$ cat src/rtl/trig_window_avg_pkg.sv
// Shared types and constants for the triggered window averager.
// State encoding, accumulator width and decimation clamp.
package trig_window_avg_pkg;

  localparam int NOF_LVDS_BITS = 16;
  localparam int CNT_BITS      = 16;
  localparam int MAX_DEC_LOG2  = 4;
  localparam int ACC_W         = NOF_LVDS_BITS + MAX_DEC_LOG2;
  localparam logic [2:0] DEC_CLAMP = 3'(MAX_DEC_LOG2);

  typedef enum logic [1:0] {
    S_IDLE,
    S_ARMED,
    S_DELAY,
    S_CAPTURE
  } state_t;

endpackage

$ cat src/rtl/trig_window_avg_if.sv
// Averaged output bus towards the framework sandbox inputs.
// One strobe per output word, data held between strobes.
interface trig_window_avg_if #(
  parameter int W = 16
);

  logic signed [W-1:0] data_a_o;
  logic signed [W-1:0] data_az_o;
  logic signed [W-1:0] data_b_o;
  logic signed [W-1:0] data_bz_o;
  logic                data_dry_o;

  modport master (
    output data_a_o,
    output data_az_o,
    output data_b_o,
    output data_bz_o,
    output data_dry_o
  );

  modport slave (
    input data_a_o,
    input data_az_o,
    input data_b_o,
    input data_bz_o,
    input data_dry_o
  );

endinterface

$ cat src/rtl/trig_window_avg_lane.sv
// Single-lane block averager: accumulate 2^dec samples, shift, reload.
// The first sample of a group replaces the sum, so groups abut.
module trig_window_avg_lane #(
  parameter int W          = 16,
  parameter int MaxDecLog2 = 4
) (
  input  logic                clk_i,
  input  logic                rst_n_i,
  input  logic                en,
  input  logic                first,
  input  logic                last,
  input  logic [2:0]          dec,
  input  logic signed [W-1:0] sample,
  output logic signed [W-1:0] data
);

  localparam int AccW = W + MaxDecLog2;

  logic signed [AccW-1:0] acc;
  logic signed [AccW-1:0] ext;
  logic signed [AccW-1:0] sum;
  logic signed [AccW-1:0] avg;

  assign ext = {{MaxDecLog2{sample[W-1]}}, sample};
  assign sum = first ? ext : acc + ext;
  // Arithmetic shift gives floor of the mean.
  assign avg = sum >>> dec;

  always_ff @(posedge clk_i or negedge rst_n_i) begin
    if (!rst_n_i) begin
      acc  <= '0;
      data <= '0;
    end else if (en) begin
      acc <= sum;
      if (last) data <= avg[W-1:0];
    end
  end

endmodule

$ cat src/rtl/trig_window_avg.sv
// Triggered, delayed, block-averaging capture stage for four lanes.
// Arm, wait for trigger edge plus delay, emit length averaged words.
module trig_window_avg
  import trig_window_avg_pkg::*;
#(
  parameter int NofLvdsBits = NOF_LVDS_BITS,
  parameter int CntBits     = CNT_BITS,
  parameter int MaxDecLog2  = MAX_DEC_LOG2
) (
  input  logic                          clk_i,
  input  logic                          rst_n_i,
  input  logic signed [NofLvdsBits-1:0] ac_data_a_i,
  input  logic signed [NofLvdsBits-1:0] ac_data_az_i,
  input  logic signed [NofLvdsBits-1:0] ac_data_b_i,
  input  logic signed [NofLvdsBits-1:0] ac_data_bz_i,
  input  logic                          trigger_i,
  input  logic                          arm_i,
  input  logic                          abort_i,
  input  logic [CntBits-1:0]            delay_i,
  input  logic [CntBits-1:0]            length_i,
  input  logic [2:0]                    dec_log2_i,
  trig_window_avg_if.master             out_if,
  output logic                          armed_o,
  output logic                          busy_o,
  output logic                          done_o,
  output logic                          trig_missed_o
);

  localparam logic [2:0] DecMax = 3'(MaxDecLog2);

  state_t                  state;
  logic                    trig_q;
  logic [CntBits-1:0]      dly;
  logic [CntBits-1:0]      len;
  logic [CntBits-1:0]      dcnt;
  logic [CntBits-1:0]      wcnt;
  logic [2:0]              dec;
  logic [2:0]              dec_in;
  logic [MaxDecLog2-1:0]   gcnt;
  logic [MaxDecLog2-1:0]   gmax;
  logic                    edge_e;
  logic                    cap;
  logic                    first;
  logic                    last;
  logic                    fin;
  logic                    dry_q;

  assign edge_e  = trigger_i & ~trig_q;
  assign dec_in  = (dec_log2_i > DecMax) ? DecMax : dec_log2_i;
  assign gmax    = ~({MaxDecLog2{1'b1}} << dec);
  // Abort suppresses the lane update so held outputs stay intact.
  assign cap     = (state == S_CAPTURE) && !abort_i;
  assign first   = (gcnt == '0);
  assign last    = (gcnt == gmax);
  assign fin     = last && (wcnt == len - 1'b1);
  assign armed_o = (state == S_ARMED);
  assign busy_o  = (state == S_DELAY) || (state == S_CAPTURE);

  assign out_if.data_dry_o = dry_q;

  always_ff @(posedge clk_i or negedge rst_n_i) begin
    if (!rst_n_i) begin
      state         <= S_IDLE;
      trig_q        <= 1'b0;
      dly           <= '0;
      len           <= '0;
      dcnt          <= '0;
      wcnt          <= '0;
      dec           <= '0;
      gcnt          <= '0;
      dry_q         <= 1'b0;
      done_o        <= 1'b0;
      trig_missed_o <= 1'b0;
    end else begin
      trig_q <= trigger_i;
      dry_q  <= 1'b0;
      done_o <= 1'b0;
      if (edge_e && busy_o) trig_missed_o <= 1'b1;
      if (abort_i) begin
        state <= S_IDLE;
      end else begin
        unique case (state)
          S_IDLE: begin
            if (arm_i) begin
              dly           <= delay_i;
              len           <= length_i;
              dec           <= dec_in;
              trig_missed_o <= 1'b0;
              if (length_i == '0) done_o <= 1'b1;
              else                state  <= S_ARMED;
            end
          end
          S_ARMED: begin
            if (edge_e) begin
              dcnt  <= '0;
              gcnt  <= '0;
              wcnt  <= '0;
              state <= (dly == '0) ? S_CAPTURE : S_DELAY;
            end
          end
          S_DELAY: begin
            if (dcnt == dly - 1'b1) state <= S_CAPTURE;
            else                    dcnt  <= dcnt + 1'b1;
          end
          S_CAPTURE: begin
            gcnt <= last ? '0 : gcnt + 1'b1;
            if (last) begin
              dry_q <= 1'b1;
              wcnt  <= wcnt + 1'b1;
            end
            if (fin) begin
              done_o <= 1'b1;
              state  <= S_IDLE;
            end
          end
          default: state <= S_IDLE;
        endcase
      end
    end
  end

  logic signed [NofLvdsBits-1:0] lane_a;
  logic signed [NofLvdsBits-1:0] lane_az;
  logic signed [NofLvdsBits-1:0] lane_b;
  logic signed [NofLvdsBits-1:0] lane_bz;

  trig_window_avg_lane #(
    .W(NofLvdsBits), .MaxDecLog2(MaxDecLog2)
  ) u_lane_a (
    .clk_i(clk_i), .rst_n_i(rst_n_i), .en(cap),
    .first(first), .last(last), .dec(dec),
    .sample(ac_data_a_i), .data(lane_a)
  );

  trig_window_avg_lane #(
    .W(NofLvdsBits), .MaxDecLog2(MaxDecLog2)
  ) u_lane_az (
    .clk_i(clk_i), .rst_n_i(rst_n_i), .en(cap),
    .first(first), .last(last), .dec(dec),
    .sample(ac_data_az_i), .data(lane_az)
  );

  trig_window_avg_lane #(
    .W(NofLvdsBits), .MaxDecLog2(MaxDecLog2)
  ) u_lane_b (
    .clk_i(clk_i), .rst_n_i(rst_n_i), .en(cap),
    .first(first), .last(last), .dec(dec),
    .sample(ac_data_b_i), .data(lane_b)
  );

  trig_window_avg_lane #(
    .W(NofLvdsBits), .MaxDecLog2(MaxDecLog2)
  ) u_lane_bz (
    .clk_i(clk_i), .rst_n_i(rst_n_i), .en(cap),
    .first(first), .last(last), .dec(dec),
    .sample(ac_data_bz_i), .data(lane_bz)
  );

  assign out_if.data_a_o  = lane_a;
  assign out_if.data_az_o = lane_az;
  assign out_if.data_b_o  = lane_b;
  assign out_if.data_bz_o = lane_bz;

endmodule

$ cat src/flat_wrapper.sv
// flat-port wrapper written by rule: the top's interface ports become plain ports
module trig_window_avg_flat import trig_window_avg_pkg::*;
#(
  parameter int NofLvdsBits = NOF_LVDS_BITS,
  parameter int CntBits     = CNT_BITS,
  parameter int MaxDecLog2  = MAX_DEC_LOG2
)
  (clk_i, rst_n_i, ac_data_a_i, ac_data_az_i, ac_data_b_i, ac_data_bz_i, trigger_i, arm_i, abort_i, delay_i, length_i, dec_log2_i, armed_o, busy_o, done_o, trig_missed_o, out_if_data_a_o, out_if_data_az_o, out_if_data_b_o, out_if_data_bz_o, out_if_data_dry_o);
  trig_window_avg_if #(.W(16)) out_if_i ();
  input  logic clk_i;
  input  logic rst_n_i;
  input  logic signed [NofLvdsBits-1:0] ac_data_a_i;
  input  logic signed [NofLvdsBits-1:0] ac_data_az_i;
  input  logic signed [NofLvdsBits-1:0] ac_data_b_i;
  input  logic signed [NofLvdsBits-1:0] ac_data_bz_i;
  input  logic trigger_i;
  input  logic arm_i;
  input  logic abort_i;
  input  logic [CntBits-1:0] delay_i;
  input  logic [CntBits-1:0] length_i;
  input  logic [2:0] dec_log2_i;
  output logic armed_o;
  output logic busy_o;
  output logic done_o;
  output logic trig_missed_o;
  output wire logic [$bits(out_if_i.data_a_o)-1:0] out_if_data_a_o;
  output wire logic [$bits(out_if_i.data_az_o)-1:0] out_if_data_az_o;
  output wire logic [$bits(out_if_i.data_b_o)-1:0] out_if_data_b_o;
  output wire logic [$bits(out_if_i.data_bz_o)-1:0] out_if_data_bz_o;
  output wire logic [$bits(out_if_i.data_dry_o)-1:0] out_if_data_dry_o;
  assign out_if_data_a_o = out_if_i.data_a_o;
  assign out_if_data_az_o = out_if_i.data_az_o;
  assign out_if_data_b_o = out_if_i.data_b_o;
  assign out_if_data_bz_o = out_if_i.data_bz_o;
  assign out_if_data_dry_o = out_if_i.data_dry_o;
  trig_window_avg #(.NofLvdsBits(NofLvdsBits), .CntBits(CntBits), .MaxDecLog2(MaxDecLog2)) u_core (.clk_i(clk_i), .rst_n_i(rst_n_i), .ac_data_a_i(ac_data_a_i), .ac_data_az_i(ac_data_az_i), .ac_data_b_i(ac_data_b_i), .ac_data_bz_i(ac_data_bz_i), .trigger_i(trigger_i), .arm_i(arm_i), .abort_i(abort_i), .delay_i(delay_i), .length_i(length_i), .dec_log2_i(dec_log2_i), .out_if(out_if_i), .armed_o(armed_o), .busy_o(busy_o), .done_o(done_o), .trig_missed_o(trig_missed_o));
endmodule
$ cat config.mk
export PLATFORM = sky130hd
export DESIGN_NAME = trig_window_avg_flat
export DESIGN_NICKNAME = d
export VERILOG_FILES = /design/src/rtl/trig_window_avg_pkg.sv /design/src/rtl/trig_window_avg_if.sv /design/src/rtl/trig_window_avg_lane.sv /design/src/rtl/trig_window_avg.sv /design/src/flat_wrapper.sv
export SDC_FILE = /design/constraint.sdc
export NUM_CORES = 1
export LEC_CHECK = 0
export ABC_AREA = 1
export ABC_CLOCK_PERIOD_IN_PS = 3000
export CAP_MARGIN = 25
export CELL_PAD_IN_SITES_DETAIL_PLACEMENT = 1
export CELL_PAD_IN_SITES_GLOBAL_PLACEMENT = 1
export CORE_MARGIN = 3
export CORE_UTILIZATION = 42
export DETAILED_ROUTE_END_ITERATION = 10
export PLACE_DENSITY = 0.89
export REMOVE_ABC_BUFFERS = 1
export SETUP_SLACK_MARGIN = 0.4
export SLEW_MARGIN = 20
export SYNTH_ARGS = -nofsm -noshare
export SYNTH_HDL_FRONTEND = slang
export SYNTH_SLANG_ARGS = --single-unit
$ cat constraint.sdc
create_clock -name clk_i -period 3 [get_ports clk_i]
set_input_delay 0.45 -clock clk_i [delete_from_list [all_inputs] [get_ports clk_i]]
set_output_delay 0.45 -clock clk_i [all_outputs]
set_load 0.01 [all_outputs]
==> flow_summary.yaml <==
setup_path:
  crit_arrival_ns: 2.95
  required_ns: 3.46
  r2r_slack_ns: 0.51
  crit_path_end: "u_core.u_lane_a.data[4]"
  reg2reg_depth: 16
  critPathKind: "flip-flop to flip-flop"
  crit_fanout: 3
  crit_path_end_kind: "flip-flop"
  start_kind: "flip-flop"
  rr_endpoint: "u_core.u_lane_a.data[4]"
  r2r-start: "u_core.u_lane_a.acc[0]"
  crit_start: "u_core.u_lane_a.acc[0]"
place:
  port-buffer-count: 172
  gp_congestion: 0.920
  dp_hpwl_um: 53200
finish:
  final_common_cell: "nand2_1"
  layout.nets: 3327
  layout_common_cells: "955 x nand2_1, 499 x nand3_1, 338 x inv_1"
  n_antenna_cell: 0
  drive_above_1_share_pct: 7.77
  areaGrowthSynthToFinish_pct: 20.8
  utilization_pct: 51.7
power_and_ir_drop:
  ir_drop_mv: 0.514
  p_per_area_nw_per_um2: 1050
  leakage_nw: 11.2
sta:
  rsz0062_at_grt: "yes"
  finalWorstPathRequiredPeriod_ns: 2.49
  tightest_slew_ns: 1.09
  fin_crit_sh_pct: 82.9
  fmax_mhz: 402
  maxSlewViolCount: 0
  finalSetupViolations: 0
  finalSetupTns_ns: 0
  fin_skew_ns: 0.0161
  hold_viol_final: 0
  slew_headroom_pct: 27.0
grt:
  grt_pass1_wl_um: 113000
  track_usage_pct: 29.3
  gr-total-overflow: 0
  antenna_found_initial: 1
  grt_max_degree: 95
  grt_pass1_vias: 22200
clock_network:
  cts_sinks: 221
  numCtsBuffers: 29
  h-tree-depth: 1
  cts_tree: "done"
  cts_max_path_buffers: 3
  clockRootBuffer: "clkbuf_16"
  clkSlewWorstSetupHoldPaths_ns: 0.06
  clk_latency_ns: 0.57
synthesis:
  synthXorXnorAreaFrac_pct: 2.41
  synth-edff-count: 0
  synth_seq_cells: 221
  postSynthCellCount: 2967
  async_reset_ff_share_pct: 100
  synthMuxAreaShare_pct: 0.755
  ys_seq_area_share_pct: 29.8
  synth.distinct_cells: 49
  avgSynthCellArea_um2: 6.26
  synth-compound-area-share_pct: 7.92
  synth-simple-area-share_pct: 43.4
  yosysWarnings: 0
  synth_top_family_by_area: "simple AND/OR/NAND/NOR gates"
  synth_fa_ha_area_share_pct: 6.29
  synth_ff_type: "dfrtp_1"
  synth_area_um2: 18600
floorplanning:
  die-height_um: 216
  num_rows: 76
  die-area_um2: 46800
  io_pins: 173
  fp.dieW_um: 216
  initial_core_util_pct: 42.8
  core_area_um2: 43400
route:
  vias: 21000
  first_iter_violations: 1518
  ant_nets: 0
  routed_wirelength_um: 70600
  wl_per_cell_um: 18.9
  vias_per_cell: 5.62
  route.detailed.drc: 0
  dr.pass1.iters: 6
worst_hold_path:
  holdCritPathClass: "primary input to flip-flop"
status:
  outcome: "complete, no violations"
run:
  drv_cap: 0
[cells in the mapped netlist (all sizes together), types with 2 or more instances]
| cell type | count | share of area, % |
|---|---|---|
| a21oi | 74 | 2.0 |
| a31oi | 47 | 1.6 |
| and2 | 2 | 0.067 |
| and3 | 2 | 0.067 |
| buf | 56 | 1.4 |
| clkbuf | 48 | 0.98 |
| dfrtp | 221 | 30 |
| fa | 4 | 0.43 |
| ha | 87 | 5.9 |
| inv | 351 | 7.1 |
| mux2i | 14 | 0.75 |
| nand2 | 975 | 20 |
| nand3 | 534 | 15 |
| nand3b | 31 | 1.3 |
| nand4 | 27 | 0.91 |
| nor2 | 232 | 4.8 |
| nor3 | 26 | 0.79 |
| nor3b | 2 | 0.081 |
| nor4 | 8 | 0.27 |
| o211ai | 8 | 0.32 |
| o21a | 2 | 0.081 |
| o21ai | 132 | 3.6 |
| o21bai | 2 | 0.081 |
| o31ai | 3 | 0.12 |
| or2 | 23 | 0.77 |
| xnor2 | 13 | 0.61 |
| xor2 | 38 | 1.8 |
[power by group]
group	internal [W]	switching (W)	total, W
logic	0.00511	0.0100	0.0151
clock network	0.00202	0.00149	0.00351
registers	0.00396	0.000879	0.00484
[worst max-delay path, stage by stage, from the launching register on]
cell and delay, ns:
dfrtp_1 0.40, ha_1 0.20, inv_1 0.08, fa_2 0.23, inv_1 0.08, nand3_1 0.08
nand3_2 0.10, buf_4 0.15, or2_2 0.26, nand3_1 0.06, o21ai_1 0.10, inv_1 0.12
nand2_1 0.09, nand3_1 0.14, nand3_1 0.12, nand3_1 0.11, nand2_1 0.05
[layout make-up]
cell class	instances	area [um^2]
Clock buffer	38	790
Clock inverter	15	138
Fill cell	5837	20900
Inverter	352	1330
Multi-Input combinational cell	2291	11600
Sequential cell	221	5540
Tap cell	585	732
Timing Repair Buffer	237	2270
[sequential cells by signal, summed over array words and instances, names as in the netlist, 20 cells and up]
register	count
u_core.u_lane_b.acc	20
u_core.u_lane_a.acc	20
u_core.u_lane_bz.acc	20
u_core.u_lane_az.acc	20
[routing by layer]
| layer | track usage [%] | wire [um] | vias to the layer above |
|---|---|---|---|
| li1 | - | - | 9985 |
| met1 | 35.7 | 29400 | 10300 |
| met2 | 52.7 | 34900 | 538 |
| met3 | 4.61 | 3860 | 160 |
| met4 | 9.63 | 2360 | 2 |
| met5 | 0 | 13 | - |
[worst min path at each step]
stage                                  start                  endpoint  slack (ns)  depth (start not counted)
global route                       trigger_i             u_core.trig_q        0.35                          1
CTS                                trigger_i             u_core.trig_q        0.34                          1
floorplan                            rst_n_i            u_core.dcnt[0]        0.15                          0
finish                             trigger_i             u_core.trig_q        0.36                          1
global placement    u_core.u_lane_az.data[9]  u_core.u_lane_az.data[9]        0.46                          2
detailed placement  u_core.u_lane_bz.data[4]  u_core.u_lane_bz.data[4]        0.47                          2
[cell families (layout without fill, tap and decap cells)]
| family | count (synthesis) | in the layout |
|---|---|---|
| buffers and inverters | 456 | 642 |
| XOR/XNOR | 51 | 51 |
| adder cells (fa/ha/maj) | 91 | 91 |
| multiplexers | 14 | 14 |
| flip-flops | 221 | 221 |
| AND/OR/NAND/NOR | 1862 | 1863 |
| AO/OA/AOI/OAI | 272 | 272 |
[per-stage QoR]
stage	worst slack, ns	hold slack [ns]	area [um^2]	std cells	power, W
final	0.514	0.364	22400	3739	0.0235
after global routing	0.361	0.350	22400	3739	0.0255
after CTS	0.345	0.342	22000	3734	0.0229
after detailed placement	-0.107	0.470	21100	3680	0.0192
after global placement	-0.0559	0.465	21100	3680	0.0184
after floorplan	-5.54	0.154	18100	2863	0.0144
[repair_timing]
action / CTS / global route
resized for setup: 5 / 98
endpoints found under the setup margin: 16 / 91
hold endpoints to repair: 81 / 0
pin swaps: 0 / 6
setup buffers: 0 / 4
hold buffers: 1 / 0
gates cloned: 0 / 1
No activity file was read; power rests on OpenSTA's default activity.
==> edit 1: new RTL, same flow settings <==
Change the package constant `CNT_BITS` from 16 to 32.
--- a/src/rtl/trig_window_avg_pkg.sv
+++ b/src/rtl/trig_window_avg_pkg.sv
@@ -3,7 +3,7 @@
 package trig_window_avg_pkg;
 
   localparam int NOF_LVDS_BITS = 16;
-  localparam int CNT_BITS      = 16;
+  localparam int CNT_BITS      = 32;
   localparam int MAX_DEC_LOG2  = 4;
   localparam int ACC_W         = NOF_LVDS_BITS + MAX_DEC_LOG2;
   localparam logic [2:0] DEC_CLAMP = 3'(MAX_DEC_LOG2);
Ports: changed (resized delay_i and length_i); port bits go from 173 to 205. No check against the original RTL was run, so the function may have changed too.
==> edit 1 against the unedited design <==
Die area increased by 23%. Routed wire length is 41% higher. Sequential cell count increased by 64. Maximum frequency fell by 9.8%. Power increased by 26%. First-iteration DRC count is 37% higher. Area after synthesis up 23%. Worst setup slack got worse by 270 ps. Design area rose by 32%. Largest cell class unchanged.
==> edit 1: results (changes against the unedited design) <==
| Metric | Value |
|---|---|
| Outcome | `complete, no violations (unchanged)` |
| Final wirelength | `99,470 um (was 70,580 um)` |
| Wire length on met3 | `6108 um (was 3859 um)` |
| VDD IR max | `0.6895 mV (was 0.5136 mV)` |
| WL met1 | `39,780 um (was 29,430 um)` |
| Sequential fraction of the synthesis area | `0.3116 (was 0.2978)` |
| Metal2 WL | `48,290 um (was 34,920 um)` |
| Top cells by instance count after synthesis | `nand2_1, nand3_1, nor2_1 (was nand2_1, nand3_1, inv_1)` |
| Grt met3 use | `0.03961 (was 0.04613)` |
| Non-clk bufs | `401 (was 237)` |
| Critical path's slowest cell | `fa_2 (was dfrtp_1)` |
| Post-DP Area | `0.02654 mm^2 (was 0.02110 mm^2)` |
| Worst Reg-to-Reg Cells | `19 (was 16)` |
| DP Cell Count | `4,435 (was 3,680)` |
| Hold WS | `254.0 ps (was 363.6 ps)` |
| Grt met1 use | `0.3812 (was 0.3566)` |
| Initial antenna violation count | `4 (was 1)` |
| Clock-cell share of area | `0.04440 (was 0.04134)` |
| Largest net degree at the start of global routing | `84 (was 95)` |
| DP Worst Slack | `-319.2 ps (was -107.4 ps)` |
| Register area | `0.007141 mm^2 (was 0.005535 mm^2)` |
| Seq_cells | `285 (was 221)` |
| Fraction of layout cells with a size suffix above 1 | `0.1627 (was 0.07768)` |
| Nets | `4,058 (was 3,327)` |
| Worst Skew | `18.38 ps (was 16.11 ps)` |
| RePlAce Congestion | `0.9059 (was 0.9196)` |
| Vias | `26.96k (was 21.03k)` |
## edit 1: cell count changes after synthesis, moves of 33 or more
cell     change
dfrtp_1     +64
nand2_1    +148
xnor2_1     +33
nor2_1      +89
a21oi_1     +41
xor2_1      +44
o21ai_0     +66
inv_1       -62
## edit 1: what timing repair did
item                                   4_1_cts  5_1_grt
hold buffers                                 1        0
setup endpoints to repair                   76      118
cloned                                       0        9
setup buffers                                6       27
resized for setup                           28      360
pin swaps                                    9       86
endpoints found under the hold margin       62        0
## edit 1: cells by family after synthesis
| logic type | share of synthesized area |
|---|---|
| AOI/OAI and AO/OA | 0.1016 |
| muxes | 0.001750 |
| buffers and inverters | 0.07271 |
| and+or+nand+nor | 0.4122 |
| adders and majority gates | 0.05106 |
| xor gates and xnor gates | 0.04899 |
| DFF | 0.3116 |
## edit 1: power by group
part	total [mW]	internal [mW]	switching [mW]
Combinational	18.4	6.61	11.8
Sequential	6.21	4.91	1.29
Clock	4.91	2.90	2.01
==> edit 2: new RTL, same flow settings <==
Without the edit above. The 4 states of `state_t` get a one-hot encoding in 4 bits.
--- a/src/rtl/trig_window_avg_pkg.sv
+++ b/src/rtl/trig_window_avg_pkg.sv
@@ -8,11 +8,11 @@
   localparam int ACC_W         = NOF_LVDS_BITS + MAX_DEC_LOG2;
   localparam logic [2:0] DEC_CLAMP = 3'(MAX_DEC_LOG2);
 
-  typedef enum logic [1:0] {
-    S_IDLE,
-    S_ARMED,
-    S_DELAY,
-    S_CAPTURE
+  typedef enum logic [3:0] {
+    S_IDLE    = 4'b0001,
+    S_ARMED   = 4'b0010,
+    S_DELAY   = 4'b0100,
+    S_CAPTURE = 4'b1000
   } state_t;
 
 endpackage
Function: no difference found for any inputs over 4 cycles, from zero or initial values and one cycle with rst_n_i low; so few cycles prove little.
==> edit 2 against the unedited design <==
Sequential share of layout area is 0.066 points higher. Area after synthesis increased by 1.2%. Routed wire length fell by 1.9%. Worst setup slack gained 9.6 ps. Non-clock buffer count grew 3. Design area increased by 0.64%. Power shrank 18%. Sequential cell count is 2 higher.
==> edit 2: results (changes against the unedited design) <==
| Metric | Value |
|---|---|
| Worst skew pair latency | `570 ps (about the same)` |
| Gate Count Post-Synth | `2,973 (was 2,967)` |
| DP Worst Slack | `-128.3 ps (was -107.4 ps)` |
| DR pass1 iterations | `7 (was 6)` |
| Final Setup Violations | `0 (unchanged)` |
| Nets | `3,318 (was 3,327)` |
| Largest net degree at the start of global routing | `119 (was 95)` |
| Flop2flop setup slack | `530 ps (was 510 ps)` |
| Layout fillers | `5,855 (was 5,837)` |
| Slew @ Worst Pin | `857.7 ps (was 1090 ps)` |
| DRC errors left | `0 (unchanged)` |
| RePlAce Congestion | `0.9070 (was 0.9196)` |
| Vias in the first global route | `22.22k (was 22.24k)` |
| Vias per Instance | `5.646 (was 5.623)` |
| Fraction of layout cells with a size suffix above 1 | `0.07177 (was 0.07768)` |
| Vias | `21.09k (was 21.03k)` |
| 1st-iter DRT viols | `1,279 (was 1,518)` |
| Total GRT Usage | `0.2859 (was 0.2926)` |
| Worst Reg-to-Reg Cells | `11 (was 16)` |
| CTS Buf Count | `28 (was 29)` |
| Initial antenna violation count | `8 (was 1)` |
| Root Buffer | `clkbuf_16 (unchanged)` |
| Post-CTS setup repair buffer count | `0 (unchanged)` |
| Hold WS | `364.9 ps (was 363.6 ps)` |
| Global-route wire length before repair | `112,300 um (was 113,100 um)` |
| Yosys warnings | `0 (unchanged)` |
| Max FO, Critical Path | `5 (was 3)` |
| Worst Skew | `13.05 ps (was 16.11 ps)` |
| DP Cell Count | `3,681 (was 3,680)` |
| Cell area after synthesis | `0.01879 mm^2 (was 0.01857 mm^2)` |
| Worst setup margin | `523.9 ps (was 514.3 ps)` |
| Sequential fraction of the synthesis area | `0.2970 (was 0.2978)` |
| Top cells by instance count after synthesis | `nand2_1, nand3_1, inv_1 (unchanged)` |
| Main area contributors after synthesis | `dfrtp_1, nand2_1, nand3_1 (unchanged)` |
| Static Leak | `11.29 nW (was 11.22 nW)` |
| Placed wire-length estimate | `51,610 um (was 53,200 um)` |
| Outcome | `complete, no violations (unchanged)` |
| VDD IR max | `0.7345 mV (was 0.5136 mV)` |
| Final wirelength | `69,240 um (was 70,580 um)` |
| Arrival time worst endpoint | `2930 ps (was 2950 ps)` |
| Synth cell types | `51 (was 49)` |
| WHS Path Cells | `1 (unchanged)` |
==> edit 2: changes by cell type in the layout (fill, tap and decap cells not counted), sizes merged, moves of 13 or more <==
cell / delta
xor2: +17
xnor2: +13
nand3: +14
nor3: +16
a31oi: -45
nor2: -61
inv: -43
o21ai: -40
nand2: +46
o21a: +51
==> edit 2: cells by family after synthesis <==
group           synth area share
compound gates           0.07823
xor+xnor                 0.03775
fa+ha+maj                0.05952
buf+inv                  0.08989
flops                     0.2970
mux                     0.001065
simple gates              0.4365
==> edit 2: area by class of cell <==
type / count / area share
Inverter: 320 / 0.05344
Sequential cell: 223 / 0.2475
Tap cell: 585 / 0.03243
Clock inverter: 12 / 0.004491
Antenna cell: 2 / 0.0002218
Timing Repair Buffer: 240 / 0.1023
Clock buffer: 40 / 0.03576
Multi-Input combinational cell: 2314 / 0.5238
==> edit 2: final timing paths <==
path | from | to
setup / recovery | ac_data_az_i[9] | u_core.u_lane_az.data[11]$_DFFE_PN0P_
hold / removal | trigger_i | u_core.trig_q$_DFF_PN0_
setup reg to reg | u_core.u_lane_b.acc[2]$_DFFE_PN0P_ | u_core.u_lane_b.data[0]$_DFFE_PN0P_
hold reg to reg | u_core.u_lane_b.data[15]$_DFFE_PN0P_ | u_core.u_lane_b.data[15]$_DFFE_PN0P_
max in group asynchronous | rst_n_i | u_core.u_lane_a.acc[9]$_DFFE_PN0P_
min in group asynchronous | rst_n_i | u_core.u_lane_a.acc[1]$_DFFE_PN0P_
==> edit 2: routing by layer <==
layer	vias up	part of all wire	track usage
li1	9983	-	-
met1	10410	0.43	0.3605
met2	528	0.49	0.5039
met3	154	0.053	0.03873
met4	14	0.033	0.09654
met5	-	0.0013	0
==> edit 2: metrics by stage <==
stage               instance area (um^2)  TNS (ps)  power, mW  utilization
floorplan                          18300   -621190      11.52            -
global placement                   21340    -291.9      14.82       0.4890
detailed placement                 21340     -1501      15.30       0.4890
CTS                                22270         0      18.89       0.5103
global route                       22560         0      20.86       0.5170
finish                             22570         0      19.27       0.5171
==> edit 2: critical path: stages <==
cell	delay, ps
clkdlybuf4s50_1	520
ha_2	440
nand2_1	150
inv_1	80
nand2_1	60
nand2_1	120
inv_1	70
nand3_2	130
nand2_1	100
nand2_1	80
nand2_1	60
nand3_1	130
nand3_1	110
nand3_1	150
nand3_1	100
nand2_1	110
nand2_1	60
==> edit 2: repair_timing <==
item,in CTS,in global routing
pin swaps,0,10
hold endpoints to repair,60,0
gates resized for setup,5,77
endpoints found under the setup margin,6,77
hold buffers,1,0
==> edit 2: report_power, final <==
| group | switching, mW | internal (mW) |
|---|---|---|
| clock network | 1.44 | 1.96 |
| logic | 8.03 | 3.75 |
| registers | 0.562 | 3.52 |
